`src/rtl/qracc_csr_bank_if.sv`:
```
// Control bus between a host and the QRAcc CSR bank: valid/ready request
// channel with a separate registered read-data return.
interface qracc_csr_bank_if #(
   parameter int unsigned DATA_W = 32,
   parameter int unsigned ADDR_W = 32
);
   logic              valid;
   logic              wen;
   logic [ADDR_W-1:0] addr;
   logic [DATA_W-1:0] data;
   logic              ready;
   logic [DATA_W-1:0] rd_data;
   logic              rd_valid;

   modport master (
      output valid, wen, addr, data,
      input  ready, rd_data, rd_valid
   );

   modport slave (
      input  valid, wen, addr, data,
      output ready, rd_data, rd_valid
   );
endinterface

```
`src/rtl/qracc_csr_bank.sv`:
```
// QRAcc control/status register bank.
// CSR0 holds trigger/clear/mode/status, CSR1-6 the layer configuration,
// CSR7 and up are plain scratch registers. Reads are returned one cycle
// after acceptance. Optional macro QRACC_CSR_SHADOW_EN makes cfg_o come
// from a copy of CSR1-6 captured only when a trigger is accepted.
module qracc_csr_bank #(
   parameter int unsigned NUM_CSR        = 8,
   parameter int unsigned DATA_W         = 32,
   parameter int unsigned ADDR_W         = 32,
   parameter int unsigned NUM_TRIG_VALID = 6
) (
   input  logic               clk,
   input  logic               nrst,
   qracc_csr_bank_if.slave    ctrl,
   input  logic               busy_i,
   input  logic [3:0]         state_i,
   output logic [2:0]         trigger_o,
   output logic               trigger_valid_o,
   output logic               clear_o,
   output logic               inst_write_mode_o,
   output logic [169:0]       cfg_o
);

   localparam int unsigned IdxW = ADDR_W - 2;

   logic              ready_q, rd_valid_q, rd_valid_d;
   logic [DATA_W-1:0] rd_data_q, rd_data_d;
   logic [2:0]        trigger_q, trigger_d;
   logic              trigger_valid_q, trigger_valid_d;
   logic              clear_q, clear_d;
   logic              iwm_q, iwm_d;
   logic              err_q, err_d;
   logic [DATA_W-1:0] csr_q [NUM_CSR-1:1];
   logic [DATA_W-1:0] csr_d [NUM_CSR-1:1];

   logic [IdxW-1:0]   idx;
   logic              accept, wr, rd, in_range, csr0_hit;
   logic [2:0]        code;
   logic              trig_ok, err_set, err_clr;
   logic [DATA_W-1:0] csr0_view;
   logic [169:0]      cfg_work;
   logic              unused_addr;

   assign idx         = ctrl.addr[ADDR_W-1:2];
   assign unused_addr = ^ctrl.addr[1:0];
   assign accept      = ctrl.valid & ready_q;
   assign wr          = accept & ctrl.wen;
   assign rd          = accept & ~ctrl.wen;
   assign in_range    = (idx < IdxW'(NUM_CSR));
   assign csr0_hit    = (idx == '0);
   assign code        = ctrl.data[2:0];
   assign csr0_view   = {19'b0, err_q, state_i, 2'b0, iwm_q, busy_i, 4'b0};

   // Field order matches qracc_config_t, binary_cfg in the MSB.
   assign cfg_work = {csr_q[1][0], csr_q[1][1], csr_q[1][7:4], csr_q[1][11:8],
                      csr_q[1][15:12], csr_q[1][19:16], csr_q[1][23:20],
                      csr_q[1][27:24], csr_q[1][31:28],
                      csr_q[2][15:0], csr_q[2][31:16],
                      csr_q[3][15:0], csr_q[3][31:16],
                      csr_q[4][15:0], csr_q[4][31:16],
                      csr_q[5][15:0], csr_q[5][31:16],
                      csr_q[6][3:0], csr_q[6][11:4]};

   // Decode bus writes into CSR updates, pulses and the sticky error bit.
   always_comb begin
      csr_d           = csr_q;
      iwm_d           = iwm_q;
      trigger_d       = 3'd0;
      trigger_valid_d = 1'b0;
      clear_d         = 1'b0;
      trig_ok         = 1'b0;
      err_set         = 1'b0;
      err_clr         = 1'b0;
      if (wr) begin
         if (!in_range) begin
            err_set = 1'b1;
         end else if (csr0_hit) begin
            if (ctrl.data[3]) begin
               // Clear overrides any trigger code and leaves the mode bit alone.
               clear_d = 1'b1;
               err_clr = 1'b1;
            end else begin
               iwm_d = ctrl.data[5];
               if (ctrl.data[12]) err_clr = 1'b1;
               if (code != 3'd0) begin
                  if ((32'(code) < NUM_TRIG_VALID) && !busy_i) trig_ok = 1'b1;
                  else err_set = 1'b1;
               end
            end
         end else begin
            for (int unsigned i = 1; i < NUM_CSR; i++) begin
               if (idx == IdxW'(i)) begin
                  if (i == 1)      csr_d[i] = ctrl.data & 32'hFFFF_FFF3;
                  else if (i == 6) csr_d[i] = ctrl.data & 32'h0000_0FFF;
                  else             csr_d[i] = ctrl.data;
               end
            end
         end
      end
      if (rd && !in_range) err_set = 1'b1;
      if (trig_ok) begin
         trigger_d       = code;
         trigger_valid_d = 1'b1;
      end
      // A set event beats a same-cycle clear.
      err_d = err_set ? 1'b1 : (err_clr ? 1'b0 : err_q);
   end

   // Registered read-back path.
   always_comb begin
      rd_data_d  = '0;
      rd_valid_d = rd;
      if (rd && in_range) begin
         if (csr0_hit) begin
            rd_data_d = csr0_view;
         end else begin
            for (int unsigned i = 1; i < NUM_CSR; i++) begin
               if (idx == IdxW'(i)) rd_data_d = csr_q[i];
            end
         end
      end
   end

   // State registers with synchronous active-low reset.
   always_ff @(posedge clk) begin
      if (!nrst) begin
         ready_q         <= 1'b0;
         rd_valid_q      <= 1'b0;
         rd_data_q       <= '0;
         trigger_q       <= 3'd0;
         trigger_valid_q <= 1'b0;
         clear_q         <= 1'b0;
         iwm_q           <= 1'b0;
         err_q           <= 1'b0;
         for (int unsigned i = 1; i < NUM_CSR; i++) csr_q[i] <= '0;
      end else begin
         ready_q         <= 1'b1;
         rd_valid_q      <= rd_valid_d;
         rd_data_q       <= rd_data_d;
         trigger_q       <= trigger_d;
         trigger_valid_q <= trigger_valid_d;
         clear_q         <= clear_d;
         iwm_q           <= iwm_d;
         err_q           <= err_d;
         csr_q           <= csr_d;
      end
   end

`ifdef QRACC_CSR_SHADOW_EN
   logic [169:0] shadow_q, shadow_d;

   // Shadow captures the working config only when a layer is launched.
   always_comb begin
      shadow_d = trig_ok ? cfg_work : shadow_q;
   end

   // Shadow register.
   always_ff @(posedge clk) begin
      if (!nrst) shadow_q <= '0;
      else       shadow_q <= shadow_d;
   end

   assign cfg_o = shadow_q;
`else
   assign cfg_o = cfg_work;
`endif

   assign ctrl.ready         = ready_q;
   assign ctrl.rd_data       = rd_data_q;
   assign ctrl.rd_valid      = rd_valid_q;
   assign trigger_o          = trigger_q;
   assign trigger_valid_o    = trigger_valid_q;
   assign clear_o            = clear_q;
   assign inst_write_mode_o  = iwm_q;

endmodule

```
`src/flat_wrapper.sv`:
```
// flat-port wrapper written by rule: the top's interface ports become plain ports
module qracc_csr_bank_flat 
#(
   parameter int unsigned NUM_CSR        = 8,
   parameter int unsigned DATA_W         = 32,
   parameter int unsigned ADDR_W         = 32,
   parameter int unsigned NUM_TRIG_VALID = 6
)
  (clk, nrst, busy_i, state_i, trigger_o, trigger_valid_o, clear_o, inst_write_mode_o, cfg_o, ctrl_valid, ctrl_wen, ctrl_addr, ctrl_data, ctrl_ready, ctrl_rd_data, ctrl_rd_valid);
  qracc_csr_bank_if #(.DATA_W(DATA_W), .ADDR_W(ADDR_W)) ctrl_i ();
  input  logic clk;
  input  logic nrst;
  input  logic busy_i;
  input  logic [3:0] state_i;
  output logic [2:0] trigger_o;
  output logic trigger_valid_o;
  output logic clear_o;
  output logic inst_write_mode_o;
  output logic [169:0] cfg_o;
  input wire logic [$bits(ctrl_i.valid)-1:0] ctrl_valid;
  input wire logic [$bits(ctrl_i.wen)-1:0] ctrl_wen;
  input wire logic [$bits(ctrl_i.addr)-1:0] ctrl_addr;
  input wire logic [$bits(ctrl_i.data)-1:0] ctrl_data;
  output wire logic [$bits(ctrl_i.ready)-1:0] ctrl_ready;
  output wire logic [$bits(ctrl_i.rd_data)-1:0] ctrl_rd_data;
  output wire logic [$bits(ctrl_i.rd_valid)-1:0] ctrl_rd_valid;
  assign ctrl_i.valid = ctrl_valid;
  assign ctrl_i.wen = ctrl_wen;
  assign ctrl_i.addr = ctrl_addr;
  assign ctrl_i.data = ctrl_data;
  assign ctrl_ready = ctrl_i.ready;
  assign ctrl_rd_data = ctrl_i.rd_data;
  assign ctrl_rd_valid = ctrl_i.rd_valid;
  qracc_csr_bank #(.NUM_CSR(NUM_CSR), .DATA_W(DATA_W), .ADDR_W(ADDR_W), .NUM_TRIG_VALID(NUM_TRIG_VALID)) u_core (.clk(clk), .nrst(nrst), .ctrl(ctrl_i), .busy_i(busy_i), .state_i(state_i), .trigger_o(trigger_o), .trigger_valid_o(trigger_valid_o), .clear_o(clear_o), .inst_write_mode_o(inst_write_mode_o), .cfg_o(cfg_o));
endmodule
```
`config.mk`:
```
export PLATFORM = sky130hd
export DESIGN_NAME = qracc_csr_bank_flat
export DESIGN_NICKNAME = d
export VERILOG_FILES = /design/src/rtl/qracc_csr_bank_if.sv /design/src/rtl/qracc_csr_bank.sv /design/src/flat_wrapper.sv
export SDC_FILE = /design/constraint.sdc
export NUM_CORES = 1
export LEC_CHECK = 0
export CAP_MARGIN = 20
export CORE_MARGIN = 3
export CORE_UTILIZATION = 50
export CTS_CLUSTER_DIAMETER = 200
export CTS_CLUSTER_SIZE = 14
export DETAILED_ROUTE_END_ITERATION = 7
export PLACE_DENSITY = 0.81
export SLEW_MARGIN = 20
export SYNTH_ARGS = -nofsm -noshare
export SYNTH_HDL_FRONTEND = slang
export SYNTH_SLANG_ARGS = --single-unit
```
`constraint.sdc`:
```
create_clock -name clk -period 2.5 [get_ports clk]
set_input_delay 0.5 -clock clk [delete_from_list [all_inputs] [get_ports clk]]
set_output_delay 0.5 -clock clk [all_outputs]
set_load 0.05 [all_outputs]
```
# After elaboration in Yosys (flattened, before gate mapping)

Cells that the tools add are included.

Muxes and demuxes: 31
$lt $le $gt $ge: 2
Equal/unequal tests: 7
Reductions and logical operators: 20
Bitwise logic cells: 8

Operators by type and width:

| operator                                            | count |
|---|---|
| two-way mux 32 bit                                  | 7 |
| == test 30 x 3 -> 1 bit, second input constant      | 4 |
| == test 30 x 2 -> 1 bit, second input constant      | 2 |
| AND reduction 4 bit                                 | 9 |
| == test 30 x 1 -> 1 bit, second input constant      | 1 |
| logical NOT 30 bit                                  | 1 |
| < comparator 30 x 4 -> 1 bit, second input constant | 1 |
| two-way mux 1 bit                                   | 23 |
| two-way mux 13 bit                                  | 1 |
| NOT 1 bit                                           | 5 |
| AND reduction 2 bit                                 | 2 |
| bitwise AND 1 bit                                   | 3 |
| logical AND 1 bit                                   | 3 |
| < comparator 3 bit, second input constant           | 1 |
| nonzero test 3 bit                                  | 1 |
| OR reduction 3 bit                                  | 1 |
| logical NOT 1 bit                                   | 2 |
| nonzero test 2 bit                                  | 1 |

Register bits: 243
Logic and storage cells: 84
Input bits: 73
Output and inout port bits: 210

# Logic depth before layout (Yosys ltp)

Depth in word-level cells: 10
Mapped depth: 8
Gate-level depth less buffers: 5

# Worst setup path before layout

No wires, ideal clock.

Kind: input to register
Start: in ctrl_addr[27]
End: reg u_core.csr_q (netlist bit u_core.cfg_o[33])
Stages: 8
Buffers on the path: 3
Arrival: 2.081 ns
Slack: 0.347 ns
Library setup time: 0.072 ns
Data required time: 2.428 ns
Cells stage by stage: nor4_1 > and4_1 > buf_4 > nand2_2 > buf_6 > nor4_4 > buf_6 > mux2i_1

Longest elaborated chain between the ends: 3
Elaborated cells between the ends (all ways): 5
Classes of those cells: 1 x order compare; 1 x eq/ne; 1 x bitwise; 2 x reduce/logical

RTL lines:

| what                                                                                 | line                  | RTL |
|---|---|---|
| from (decl)                                                                          | flat_wrapper.sv:22    | `input wire logic [$bits(ctrl_i.addr)-1:0] ctrl_addr;` |
| parallel branches: the longest is 2 deep, another holds < comparator 30 x 4 -> 1 bit | --                    |  |
| AND reduction 4 bit (no source line) (*)                                             | --                    |  |
| to (signal assigned)                                                                 | qracc_csr_bank.sv:145 | `csr_q <= csr_d;` |
| to (decl)                                                                            | qracc_csr_bank.sv:33  | `logic [DATA_W-1:0] csr_q [NUM_CSR-1:1];` |

Mark *: on every way between the ends.
A chain may end at the register's enable or synchronous reset.

# Worst setup path in the final report

Start: in ctrl_addr[31]
End: reg u_core.csr_q[218] in the netlist's numbering

Same word-level chain as after synthesis.

==> results_dict.tcl <==
set metrics [dict create \
    status "completed" \
    cts_setup_buffers 0 \
    utilization_pct 63.1 \
    grt_pass1_vias 9332 \
    fin_nets 1441 \
    cts_hold_buf 0 \
    area_growth_pct 22.6 \
    startpoint "ctrl_addr[31]" \
    ys_seq_area_share_pct 42.8 \
    synth_edf_count 0 \
    peakVddDrop_mv 0.378 \
    fp.dieArea_sq_um 24600 \
    syn_inst 1277 \
    setup_viol 0 \
    maxSlewHeadroom_pct 43.9 \
    antennaDiodeCount 0 \
    rsz0062_at_grt "false" \
    numPortBuffers 280 \
    gp_congestion 0.886 \
    synth_area_sq_um 11400 \
    initial_core_util_pct 51.5 \
    clock_path_buffers 3 \
    min_period_ns 2.35 \
    tightest_slew_ns 0.842 \
    via_per_inst 5.76 \
    cts_tree "yes" \
    r2r-start "u_core.ctrl.ready" \
    first_pass_iters 5 \
    reg2reg_slack_ns 0.76 \
    ctsResizeCount 0 \
    drcViolationCount 0 \
    drive_above_1_share_pct 8.92 \
    ios 283 \
    powerDensity_nw_per_um2 517 \
    slowest_stage "clkdlybuf4s50_1" \
    hold_start "nrst" \
    vias 9482 \
    arrival_ns 2.75 \
    clockPowerShare_pct 39.4 \
    row_count 54 \
    p_sw_uw 1650 \
    root_buffer "clkbuf_16" \
    async_flop_share_pct 0 \
    place_ws_ns -0.320 \
    cellLeakagePower_uw 0.00472 \
    ant_nets 0 \
    timing.critical_path.buf_inv 3 \
    post_drt_wl_per_cell_um 20.2 \
    critPathMaxFanout 30 \
    min_period_over_period_pct 93.9 \
    die_x_um 157 \
    die_h_um 157 \
    slew_viol_final 0 \
    yosysWarnings 0 \
    gr-total-overflow 0 \
    power_frac_comb_pct 6.8 \
    maxCapViolCount 0 \
    critPathRequiredTime_ns 2.91 \
    switching_share_pct 22.8 \
    synthesis.nets 1350 \
    cts.clk_slew.worst_paths_ns 0.07 \
    startpoint_type "input port" \
    grt_use_total_pct 26.1 \
    critPathTopFamily "simple AND/OR/NAND/NOR gates" \
    whs_ns 0.384 \
    skew_ns 0.0105 \
    cts-buffers-inserted 21 \
    cts_htree_levels 1 \
    yosys_register_bits 243 \
    synth.distinct_cells 56 \
    critPathKind "input port to flip-flop" \
    hp-class "input port to flip-flop" \
    crit_chain "clkdlybuf4s50_1 -> nor4_1 -> and4_1 -> nand2_2 -> buf_4 -> nor4_4 -> buf_12 -> mux2i_1" \
    cpPeakStageDelay_ns 0.42 \
    max_freq_mhz 426 \
    cts_sinks 243 \
    seqPwrFrac_pct 53.7 \
    drtIter0Drc 836 \
    synth_top_flop_cell "dfxtp_1" \
    drt-total-wl_mm 33.3 \
    grt_pass1_wl_mm 51.3 \
    end_kind "flip-flop" \
    core-area_sq_um 22100 \
    setup_ws_ns 0.153 \
    internal_power_uw 5560 \
    antenna_found_initial 0 \
    hold_viol_final 0 \
    syn_area_per_cell_sq_um 8.91 \
    dp_hpwl_mm 22.5 \
    grt_max_degree 161 \
    insertion_delay_ns 0.49 \
]
[synth_stat cells, types with 10 or more instances]
master	count	area, sq um
buf_4	172	1290
a21oi_1	12	60.1
o21ai_0	127	636
a22oi_1	31	233
dfxtp_1	243	4860
nor2b_1	25	156
a32oi_1	19	166
nand2_1	150	563
buf_1	14	52.6
buf_6	10	113
nand3_1	96	480
nor2_1	62	233
clkbuf_1	64	240
mux2i_1	117	1170
mux2_2	30	338
o22ai_1	23	144
[tightest hold or removal path, cell delays in order]
cell      delay, ns
buf_6          0.10
inv_1          0.11
o311ai_1       0.11
[final timing paths]
check / to / cells after the start
worst max-delay path: u_core.csr_q[218] / 8
worst min register to register: u_core.csr_q[216] / 2
worst max register to register: u_core.ctrl.rd_data[2] / 5
worst min-delay path: u_core.err_q / 3
[logic make-up after synthesis]
logic type,count (synthesis),synth area share (%)
simple gates,374,15.5
buf+inv,272,15.4
flops,243,42.8
compound gates,240,12.9
mux,148,13.5
[routing by layer]
| metal | GRT usage [%] | up-vias | part of all wire [%] |
|---|---|---|---|
| met1 | 33.0 | 4473 | 40 |
| met3 | 5.09 | 76 | 8.5 |
| met5 | 0 | - | 0 |
| met4 | 9.50 | 0 | 3.4 |
| li1 | - | 4456 | - |
| met2 | 44.4 | 477 | 48 |
[cell usage in the layout (no fill, tap or decap), types with 2 or more instances in the layout]
| master | netlist | layout |
|---|---|---|
| a2111oi_0 | 2 | 2 |
| a21oi_1 | 12 | 12 |
| a222oi_1 | 2 | 2 |
| a22oi_1 | 31 | 31 |
| a31oi_1 | 5 | 5 |
| a32o_1 | 3 | 3 |
| a32oi_1 | 19 | 19 |
| and2_1 | 4 | 4 |
| and4_1 | 2 | 2 |
| buf_12 | 0 | 15 |
| buf_4 | 172 | 43 |
| clkbuf_16 | 0 | 21 |
| clkdlybuf4s50_1 | 0 | 277 |
| dfxtp_1 | 243 | 243 |
| inv_1 | 3 | 3 |
| mux2_2 | 30 | 30 |
| mux2i_1 | 117 | 117 |
| nand2_1 | 150 | 150 |
| nand2b_1 | 3 | 3 |
| nand3_1 | 96 | 96 |
| nand3b_1 | 2 | 2 |
| nand4_1 | 3 | 3 |
| nor2_1 | 62 | 62 |
| nor2b_1 | 25 | 23 |
| nor3_1 | 2 | 2 |
| nor3b_1 | 2 | 2 |
| nor4_1 | 7 | 7 |
| nor4_4 | 3 | 3 |
| o211ai_1 | 2 | 2 |
| o21ai_0 | 127 | 127 |
| o22ai_1 | 23 | 23 |
| o311ai_0 | 2 | 2 |
| o31ai_1 | 2 | 2 |
| or3_1 | 3 | 3 |
[metrics by stage]
step	power [uW]	instance area (sq um)	setup TNS (ns)	cells
floorplan	4190	11400	0	1277
global placement	4440	13400	-22.18	1625
detailed placement	4450	13400	-29.60	1625
CTS	7250	14000	0	1647
global route	7420	14000	0	1647
finish	7210	14000	0	1647
[power groups by stage]
stage               Clock, uW  Combinational [uW]  Sequential, uW
finish                   2840                 491            3880
global route             3020                 526            3870
CTS                      2890                 486            3870
detailed placement          0                 484            3960
global placement            0                 481            3960
floorplan                   0                 228            3970
[area by class of cell]
class	instances	area, sq um
multi-input combinational	762	4780
fill	1793	8140
clock buffer	21	526
timing repair buffer	337	3410
tap	280	350
inverter	3	11.3
sequential	243	4860
clock inverter	1	11.3
[sequential cells by signal, summed over array words and instances (netlist names)]
signal                    cells
u_core.csr_q                 32
u_core.inst_write_mode_o      1
u_core.ctrl.ready             1
u_core.ctrl.rd_data          32
u_core.err_q                  1
u_core.trigger_o              3
u_core.trigger_valid_o        1
u_core.clear_o                1
u_core.cfg_o                170
u_core.ctrl.rd_valid          1
No activity file was read; power rests on OpenSTA's default activity.
